[src/rtl/alu_share_pkg.sv]
// Shared definitions for the two-requester ALU arbiter: opcodes, FSM states, defaults.
package alu_share_pkg;

  localparam int unsigned WIDTH_DEF = 32;
  localparam int unsigned OPW_DEF   = 3;

  localparam logic [2:0] OP_AND   = 3'b000;
  localparam logic [2:0] OP_OR    = 3'b001;
  localparam logic [2:0] OP_ADD   = 3'b010;
  localparam logic [2:0] OP_SUB   = 3'b011;
  localparam logic [2:0] OP_XOR   = 3'b100;
  localparam logic [2:0] OP_NOR   = 3'b101;
  localparam logic [2:0] OP_SLT   = 3'b110;
  localparam logic [2:0] OP_PASSB = 3'b111;

  typedef enum logic [1:0] {
    IDLE = 2'd0,
    EXEC = 2'd1,
    RESP = 2'd2
  } state_e;

endpackage

[src/rtl/alu_core.sv]
// Purely combinational ALU: (op, a, b) -> (res, zero). Arithmetic wraps, carry is dropped.
module alu_core
  import alu_share_pkg::*;
#(
  parameter int unsigned WIDTH = WIDTH_DEF,
  parameter int unsigned OPW   = OPW_DEF
) (
  input  logic [OPW-1:0]   op,
  input  logic [WIDTH-1:0] a,
  input  logic [WIDTH-1:0] b,
  output logic [WIDTH-1:0] res,
  output logic             zero
);

  logic [WIDTH-1:0] sum;
  logic [WIDTH-1:0] diff;
  logic             lt_signed;

  assign sum       = a + b;
  assign diff      = a - b;
  assign lt_signed = $signed(a) < $signed(b);

  // Opcode select; SLT result is the single compare bit zero-extended.
  always_comb begin
    res = '0;
    case (op)
      OP_AND:   res = a & b;
      OP_OR:    res = a | b;
      OP_ADD:   res = sum;
      OP_SUB:   res = diff;
      OP_XOR:   res = a ^ b;
      OP_NOR:   res = ~(a | b);
      OP_SLT:   res = {{(WIDTH-1){1'b0}}, lt_signed};
      OP_PASSB: res = b;
      default:  res = '0;
    endcase
  end

  assign zero = (res == '0);

endmodule

[src/rtl/alu_share_arbiter.sv]
// Round-robin sharing of one ALU between two requesters with a registered,
// held-until-accepted result per requester.
//
//   state | meaning
//   IDLE  | arbitrate; accept one request and latch op/a/b/owner
//   EXEC  | ALU evaluates latched operands; result registered to owner
//   RESP  | owner's response held valid until its rsp_ready
module alu_share_arbiter
  import alu_share_pkg::*;
#(
  parameter int unsigned WIDTH = WIDTH_DEF,
  parameter int unsigned OPW   = OPW_DEF
) (
  input  logic             clk,
  input  logic             rst,
  input  logic             req0_valid,
  output logic             req0_ready,
  input  logic [OPW-1:0]   req0_op,
  input  logic [WIDTH-1:0] req0_a,
  input  logic [WIDTH-1:0] req0_b,
  input  logic             req1_valid,
  output logic             req1_ready,
  input  logic [OPW-1:0]   req1_op,
  input  logic [WIDTH-1:0] req1_a,
  input  logic [WIDTH-1:0] req1_b,
  output logic             rsp0_valid,
  input  logic             rsp0_ready,
  output logic [WIDTH-1:0] rsp0_res,
  output logic             rsp0_zero,
  output logic             rsp1_valid,
  input  logic             rsp1_ready,
  output logic [WIDTH-1:0] rsp1_res,
  output logic             rsp1_zero,
  output logic             busy
);

  state_e           state_q, state_d;
  logic             last_grant_q, last_grant_d;
  logic             owner_q, owner_d;
  logic [OPW-1:0]   op_q, op_d;
  logic [WIDTH-1:0] a_q, a_d;
  logic [WIDTH-1:0] b_q, b_d;
  logic             rsp0_valid_q, rsp0_valid_d;
  logic [WIDTH-1:0] rsp0_res_q, rsp0_res_d;
  logic             rsp0_zero_q, rsp0_zero_d;
  logic             rsp1_valid_q, rsp1_valid_d;
  logic [WIDTH-1:0] rsp1_res_q, rsp1_res_d;
  logic             rsp1_zero_q, rsp1_zero_d;

  logic             gnt_valid;
  logic             gnt_id;
  logic [WIDTH-1:0] alu_res;
  logic             alu_zero;

  alu_core #(
    .WIDTH (WIDTH),
    .OPW   (OPW)
  ) u_alu (
    .op   (op_q),
    .a    (a_q),
    .b    (b_q),
    .res  (alu_res),
    .zero (alu_zero)
  );

  // Round-robin pick: on contention the requester that did not go last wins.
  always_comb begin
    gnt_valid = req0_valid | req1_valid;
    gnt_id    = 1'b0;
    if (req0_valid && req1_valid) begin
      gnt_id = ~last_grant_q;
    end else if (req1_valid) begin
      gnt_id = 1'b1;
    end
  end

  assign req0_ready = (state_q == IDLE) && gnt_valid && (gnt_id == 1'b0);
  assign req1_ready = (state_q == IDLE) && gnt_valid && (gnt_id == 1'b1);

  // Next-state and datapath updates; the non-owner response registers are never touched.
  always_comb begin
    state_d      = state_q;
    last_grant_d = last_grant_q;
    owner_d      = owner_q;
    op_d         = op_q;
    a_d          = a_q;
    b_d          = b_q;
    rsp0_valid_d = rsp0_valid_q;
    rsp0_res_d   = rsp0_res_q;
    rsp0_zero_d  = rsp0_zero_q;
    rsp1_valid_d = rsp1_valid_q;
    rsp1_res_d   = rsp1_res_q;
    rsp1_zero_d  = rsp1_zero_q;

    case (state_q)
      IDLE: begin
        if (gnt_valid) begin
          owner_d = gnt_id;
          op_d    = gnt_id ? req1_op : req0_op;
          a_d     = gnt_id ? req1_a  : req0_a;
          b_d     = gnt_id ? req1_b  : req0_b;
          state_d = EXEC;
        end
      end
      EXEC: begin
        if (owner_q) begin
          rsp1_res_d   = alu_res;
          rsp1_zero_d  = alu_zero;
          rsp1_valid_d = 1'b1;
        end else begin
          rsp0_res_d   = alu_res;
          rsp0_zero_d  = alu_zero;
          rsp0_valid_d = 1'b1;
        end
        state_d = RESP;
      end
      RESP: begin
        if (!owner_q && rsp0_ready) begin
          rsp0_valid_d = 1'b0;
          last_grant_d = 1'b0;
          state_d      = IDLE;
        end else if (owner_q && rsp1_ready) begin
          rsp1_valid_d = 1'b0;
          last_grant_d = 1'b1;
          state_d      = IDLE;
        end
      end
      default: begin
        state_d = IDLE;
      end
    endcase
  end

  // State and datapath registers; reset drops any in-flight transaction.
  always_ff @(posedge clk) begin
    if (rst) begin
      state_q      <= IDLE;
      last_grant_q <= 1'b1;
      owner_q      <= 1'b0;
      op_q         <= '0;
      a_q          <= '0;
      b_q          <= '0;
      rsp0_valid_q <= 1'b0;
      rsp0_res_q   <= '0;
      rsp0_zero_q  <= 1'b0;
      rsp1_valid_q <= 1'b0;
      rsp1_res_q   <= '0;
      rsp1_zero_q  <= 1'b0;
    end else begin
      state_q      <= state_d;
      last_grant_q <= last_grant_d;
      owner_q      <= owner_d;
      op_q         <= op_d;
      a_q          <= a_d;
      b_q          <= b_d;
      rsp0_valid_q <= rsp0_valid_d;
      rsp0_res_q   <= rsp0_res_d;
      rsp0_zero_q  <= rsp0_zero_d;
      rsp1_valid_q <= rsp1_valid_d;
      rsp1_res_q   <= rsp1_res_d;
      rsp1_zero_q  <= rsp1_zero_d;
    end
  end

  assign rsp0_valid = rsp0_valid_q;
  assign rsp0_res   = rsp0_res_q;
  assign rsp0_zero  = rsp0_zero_q;
  assign rsp1_valid = rsp1_valid_q;
  assign rsp1_res   = rsp1_res_q;
  assign rsp1_zero  = rsp1_zero_q;
  assign busy       = (state_q != IDLE);

endmodule
[config.mk]
export PLATFORM = sky130hd
export DESIGN_NAME = alu_share_arbiter
export DESIGN_NICKNAME = d
export VERILOG_FILES = /design/src/rtl/alu_share_pkg.sv /design/src/rtl/alu_core.sv /design/src/rtl/alu_share_arbiter.sv
export SDC_FILE = /design/constraint.sdc
export NUM_CORES = 1
export LEC_CHECK = 0
export CAP_MARGIN = 0
export CORE_MARGIN = 5
export CORE_UTILIZATION = 49
export CTS_BUF_LIST = sky130_fd_sc_hd__clkbuf_16
export DETAILED_ROUTE_END_ITERATION = 8
export MAX_ROUTING_LAYER = met4
export PLACE_DENSITY_LB_ADDON = 0.1
export REMOVE_ABC_BUFFERS = 1
export SETUP_SLACK_MARGIN = 0.5
export SYNTH_ARGS = -nofsm -noshare
export SYNTH_HDL_FRONTEND = slang
export SYNTH_SLANG_ARGS = --single-unit
[constraint.sdc]
create_clock -name clk -period 3.7 [get_ports clk]
set_input_delay 0.555 -clock clk [delete_from_list [all_inputs] [get_ports clk]]
set_output_delay 0.555 -clock clk [all_outputs]
set_load 0.05 [all_outputs]
==> Word-level counts from Yosys, hierarchy flattened <==
Cells that the tools add are included.
{ "totals": {"register_bits": 139, "in_bits": 140, "output_inout_bits": 71, "wordCells": 78} }
{ "classes": {"n_addsub": 2, "magnitude_cmp": 1, "eq_ne": 16, "n_mux": 19, "n_bitwise": 8, "reduce_logical": 20} }
{ "op_table": {"columns": ["operator", "n"], "rows": [
  ["one-hot mux 32 bit (8 select lines)", 1],
  ["two-way mux 32 bit", 2],
  ["adder 32 bit", 1],
  ["bitwise AND 32 bit", 1],
  ["zero test 32 bit", 1],
  ["less-than comparator 32 bit", 1],
  ["NOT 32 bit", 1],
  ["OR 32 bit", 1],
  ["subtractor 32 bit", 1],
  ["bitwise XOR 32 bit", 1],
  ["== test 3 bit (second input constant)", 4],
  ["inequality test 2 bit (second input constant)", 6],
  ["AND reduction 2 bit", 5],
  ["two-way mux 1 bit", 9],
  ["== test 3 x 2 -> 1 bit (second input constant)", 2],
  ["logical AND 1 bit", 6],
  ["two-way mux 2 bit", 3],
  ["one-hot mux 2 bit (3 select lines)", 1],
  ["nonzero test 2 bit", 3],
  ["one-hot mux 1 bit (2 select lines)", 2],
  ["AND reduction 4 bit", 1],
  ["== test 3 x 1 -> 1 bit (second input constant)", 1],
  ["zero test 3 bit", 1],
  ["two-way mux 3 bit", 1],
  ["other kinds (8)", 10]
]} }

==> Longest topological paths before layout <==
{ "logic_depth": {"ltp_word": 4, "depth_mapped": 14, "mapped_depth_nobuf": 14} }

==> By module <==
Synthesis repeated with hierarchy kept, for this count alone.
{ "unflattened": {"hier_cells": 1741, "area_unflattened_um2": 12652.1} }
{ "modules_own_cells": {"columns": ["mod", "instances", "cells_per_inst", "area_each_um2", "seq_area_each_um2"], "rows": [
  ["alu_core", 1, 1033, 6887.9, 0.0],
  ["alu_share_arbiter", 1, 708, 5764.3, 2782.7]
]} }

==> Least setup slack after synthesis <==
No wires, ideal clock.
{ "synth_timing": {"kind": "register -> register", "start": "register b_q[0]", "end": "register rsp1_zero_q (netlist: rsp1_zero)", "setup_ns": 0.069, "arrival_time_ns": 3.563, "required_ns": 3.631, "setup_slack_ns": 0.068, "stages_incl_launch_ff": 15, "n_path_buf": 0, "synth_period_minus_slack_ns": 3.632, "cell_sequence": "dfxtp_1 ha_1 inv_1 fa_1 nand2b_1 a2111oi_4 o21ai_0 a21oi_1 nor2_1 o31ai_1 o311ai_0 mux2i_1 o32a_1 or4_1 o21ai_1"} }
{ "synth_between": {"elab_chain_cells": 4, "word_cells_on_any_way": 9, "classes_between": "add/sub (2); order compare (1); mux (1); bitwise (4); reduce/logical (1)"} }
{ "synth_lines": {"columns": ["element", "line", "source"], "rows": [
  ["start, declared", "alu_share_arbiter.sv:42", "logic [WIDTH-1:0] b_q, b_d;"],
  ["start signal, assigned", "alu_share_arbiter.sv:142", "b_q <= '0;"],
  ["start signal, assigned", "alu_share_arbiter.sv:155", "b_q <= b_d;"],
  ["branches (longest 2 deep; another with subtractor 32 bit)", null, null],
  ["one-hot mux 32 bit (8 select lines) *", "alu_core.sv:26", "case (op)"],
  ["zero test 32 bit *", "alu_core.sv:39", "assign zero = (res == '0);"],
  ["end signal, assigned", "alu_share_arbiter.sv:161", "rsp1_zero_q <= rsp1_zero_d;"],
  ["end, declared", "alu_share_arbiter.sv:48", "logic rsp1_zero_q, rsp1_zero_d;"]
]} }
Every way passes the cells marked *.
A chain may end at the register's enable or synchronous reset.

==> Worst setup path in the final report <==
{ "layout_timing": {"start": "register a_q[0]", "end": "register rsp1_zero_q (netlist: rsp1_zero)"} }
{ "layout_between": {"elab_chain_cells": 4, "word_cells_on_any_way": 9, "classes_between": "add/sub (2); order compare (1); mux (1); bitwise (4); reduce/logical (1)"} }
{ "layout_lines": {"columns": ["element", "line", "source"], "rows": [
  ["start, declared", "alu_share_arbiter.sv:41", "logic [WIDTH-1:0] a_q, a_d;"],
  ["start signal, assigned", "alu_share_arbiter.sv:141", "a_q <= '0;"],
  ["start signal, assigned", "alu_share_arbiter.sv:154", "a_q <= a_d;"],
  ["branches (longest 2 deep; another with subtractor 32 bit)", null, null],
  ["one-hot mux 32 bit (8 select lines) *", "alu_core.sv:26", null],
  ["zero test 32 bit *", "alu_core.sv:39", null]
]} }
Marks and branches as above.

==> impl_metrics.csv <==
group,metric,value,unit
timing,finalCritPeriodShare,101,%
yosys,synth_async_sr_flop_share,0,%
global_route,wire_length_of_the_first_global_routing_pass,76800,µm
power_and_ir_drop,power-per-cell-area,427,nW/µm²
routing,first_iter_violations,1456,
clocking,tritoncts,"yes",
worst_setup_path,data_required_time_at_the_worst_endpoint,4.07,ns
clocking,clock_tree.buffer_depth,2,
floorplanning,floorplan.initialDensity,49.5,%
clocking,h-tree-depth,4,
worst_setup_path,endpoint_kind,"flip-flop",
routing,routedWlPerCell,22.1,µm
yosys,synth_sequential_area_ratio,24.0,%
yosys,synth_top_cells_by_count,"216 x sky130_fd_sc_hd__nor2_1, 178 x sky130_fd_sc_hd__a21oi_1, 163 x sky130_fd_sc_hd__nand2_1",
routing,route.antenna.remaining_nets,0,
global_route,first_global_vias,14200,
timing,period_needed,3.75,ns
floorplanning,fp.dieH,164,µm
worst_setup_path,worstSetupStartpointType,"flip-flop",
timing,slew_violations,0,
layout,final_layout_size_suffix_gt1_share,24.2,%
global_route,antenna_found_initial,1,
yosys,synth.avg_cell_area,7.32,µm²
clocking,number_of_clock_buffers_inserted_by_tritoncts,17,
yosys,netlist_instances,1582,
yosys,number_of_library_cell_types_mapped_by_synthesis,86,
yosys,synth_top_area_share,24.0,%
timing,finalHoldViolations,0,
power_and_ir_drop,power.leakage,0.00678,µW
worst_setup_path,cp_max_fo,6,
clocking,source_to_sink_clock_delay_at_the_later_pin_of_the_worst_skew_pair,0.44,ns
routing,totalWireLength,50900,µm
clocking,cts.sink_count,139,
run_status,violations,"negative setup slack",
timing,final_critical_path_setup_slack,-0.0458,ns
global_route,grt_max_degree,87,
power_and_ir_drop,worst_ir_drop_on_vdd,0.321,mV
yosys,synth_top_area_cell,"sky130_fd_sc_hd__dfxtp_1",
placed_design,dp.final_hpwl,38400,µm
floorplanning,die-width,164,µm
layout,fin_util,73.0,%
yosys,yosys-top-cells-area,"sky130_fd_sc_hd__dfxtp_1 24%, sky130_fd_sc_hd__ha_1 11%, sky130_fd_sc_hd__a21oi_1 7.7%",
timing,finalHoldWorstSlack,0.459,ns
run_status,run_status,"complete, but fails checks",
timing,setup_viol_count_final,2,
power_and_ir_drop,total_power,7300,µW
worst_setup_path,criticalPathCategory,"flip-flop to flip-flop",
clocking,cts_hold_buf,0,
yosys,yosys_warnings,0,
global_route,combined_global_route_utilization_of_all_metal_layers,37.2,%
floorplanning,fp.dieArea,26800,µm²
layout,area_growth_syn_to_layout,47.5,%
yosys,synth_edf_count,0,
yosys,synth_most_common_cell,"sky130_fd_sc_hd__nor2_1",
layout,layout.nets,2211,
timing,tightestPinTransition,1.19,ns
placed_design,io_buffers,210,
yosys,yosys_register_bits,139,
routing,vias_per_cell,6.27,
timing,max_slew_margin,20.8,%
timing,skew,0.0174,ns
yosys,synthFlopType,"sky130_fd_sc_hd__dfxtp_1",
routing,detailedRoute.firstPassIterationCount,9,
layout,final_cell_count_no_fill,2301,
worst_setup_path,cp_data_arrival_time,4.11,ns
worst_setup_path,r2r_setup_slk,-0.05,ns
routing,drc_errors,0,
global_route,globalRouteOverflowTotal,0,
run,cap_violations,0,
timing,rsz0062_at_grt,"yes",
floorplanning,design.core.area,23400,µm²
min_path,min_path_type,"flip-flop to flip-flop",
floorplanning,design.portCount,211,
routing,via_count,14400,
timing,clock.fmax,267,MHz
floorplanning,rows,56,
yosys,syn_area,11600,µm²
clocking,cts.reportedPaths.clkPinSlew,0.07,ns
placed_design,dp_cells,2250,
clocking,clock-root-buffer,"sky130_fd_sc_hd__clkbuf_16",
placed_design,gp_congestion,1.02,
## worst max-delay path, cell delays in order (launching register included)
cell and delay, ns:
sky130_fd_sc_hd__dfxtp_4 0.36, sky130_fd_sc_hd__ha_4 0.14, sky130_fd_sc_hd__inv_2 0.04, sky130_fd_sc_hd__fa_2 0.33, sky130_fd_sc_hd__nand2b_4 0.17, sky130_fd_sc_hd__a2111oi_4 0.49, sky130_fd_sc_hd__nor3_1 0.07, sky130_fd_sc_hd__or2_1 0.24
sky130_fd_sc_hd__o21a_1 0.20, sky130_fd_sc_hd__o32ai_4 0.27, sky130_fd_sc_hd__nand3b_1 0.15, sky130_fd_sc_hd__a2111oi_4 0.27, sky130_fd_sc_hd__nand4_1 0.22, sky130_fd_sc_hd__or4_4 0.58, sky130_fd_sc_hd__o21ai_2 0.15
## where the power goes
| group | switching (µW) | internal (µW) | leakage, µW |
|---|---|---|---|
| Combinational | 2210 | 1680 | 0.00537 |
| Sequential | 104 | 1610 | 0.00114 |
| Clock | 817 | 881 | 0.000267 |
| Total | 3130 | 4170 | 0.00678 |
## state kept, by name, indices dropped and copies added (netlist names)
name          count
op_q              3
b_q              32
rsp0_res         32
rsp0_zero         1
rsp1_valid        1
state_q           2
last_grant_q      1
rsp1_zero         1
rsp1_res         32
owner_q           1
a_q              32
rsp0_valid        1
## timing repair
action	4_1_cts	5_1_grt
pin swaps	45	29
buffers inserted	9	9
gates resized for setup	102	82
setup endpoints to repair	30	30
gates cloned	0	0
## layout make-up
| class | count | area (µm²) |
|---|---|---|
| clock inverter | 15 | 128 |
| inverter | 110 | 413 |
| timing repair buffer | 485 | 4270 |
| antenna | 1 | 2.50 |
| tap | 319 | 399 |
| multi-input combinational | 1215 | 8650 |
| clock buffer | 17 | 425 |
| sequential | 139 | 2800 |
| fill | 1856 | 6320 |
## cells by family (layout without fill, tap and decap cells)
group | count (synthesis) | count (layout) | share of synthesized area, %
and+or+nand+nor | 524 | 524 | 19.8
AOI/OAI and AO/OA | 535 | 535 | 32.4
muxes | 41 | 41 | 3.69
xor gates and xnor gates | 12 | 12 | 0.908
other | 0 | 1 | 0
buffers and inverters | 228 | 627 | 7.96
adders and majority gates | 103 | 103 | 11.3
DFF | 139 | 139 | 24.0
## path summary, 6_finish.rpt
kind | startpoint | to | depth (start not counted)
max | a_q[0] | rsp1_zero | 14
min | rsp0_res[23] | rsp0_res[23] | 2
max reg2reg | a_q[0] | rsp1_zero | 14
min reg2reg | rsp0_res[23] | rsp0_res[23] | 2
## cells in the final DEF, fill, tap and decap left out, drive strengths merged, types with 11 or more instances in the layout
cell             n
ha             101
o22ai           21
buf            278
o21ai           78
or3             12
nor2b           12
mux2i           36
nor3            38
nand4           15
inv            117
a222oi          67
a21oi          178
o31ai           26
a211oi          27
a21o            14
dfxtp          139
o21a            11
nand2          163
nor2           217
clkbuf          17
clkdlybuf4s50  207
nand3           15
xnor2           12
## layer usage
layer / wire, µm / GRT usage (%)
met3: 4190 / 5.29
met4: 2420 / 16.7
met1: 20100 / 44.8
met5: 0 / -
met2: 24200 / 62.1
## stage by stage
step                      setup TNS [ns]  setup slack, ns  area (µm²)
final                            -0.0748          -0.0458       17100
after global routing              -0.267           -0.137       17100
after floorplan                   -28.94           -0.843       11100
after detailed placement          -0.736           -0.386       15600
after CTS                        -0.0716          -0.0411       16700
after global placement            -0.532           -0.271       15600
Power figures use the tool's default switching activity.
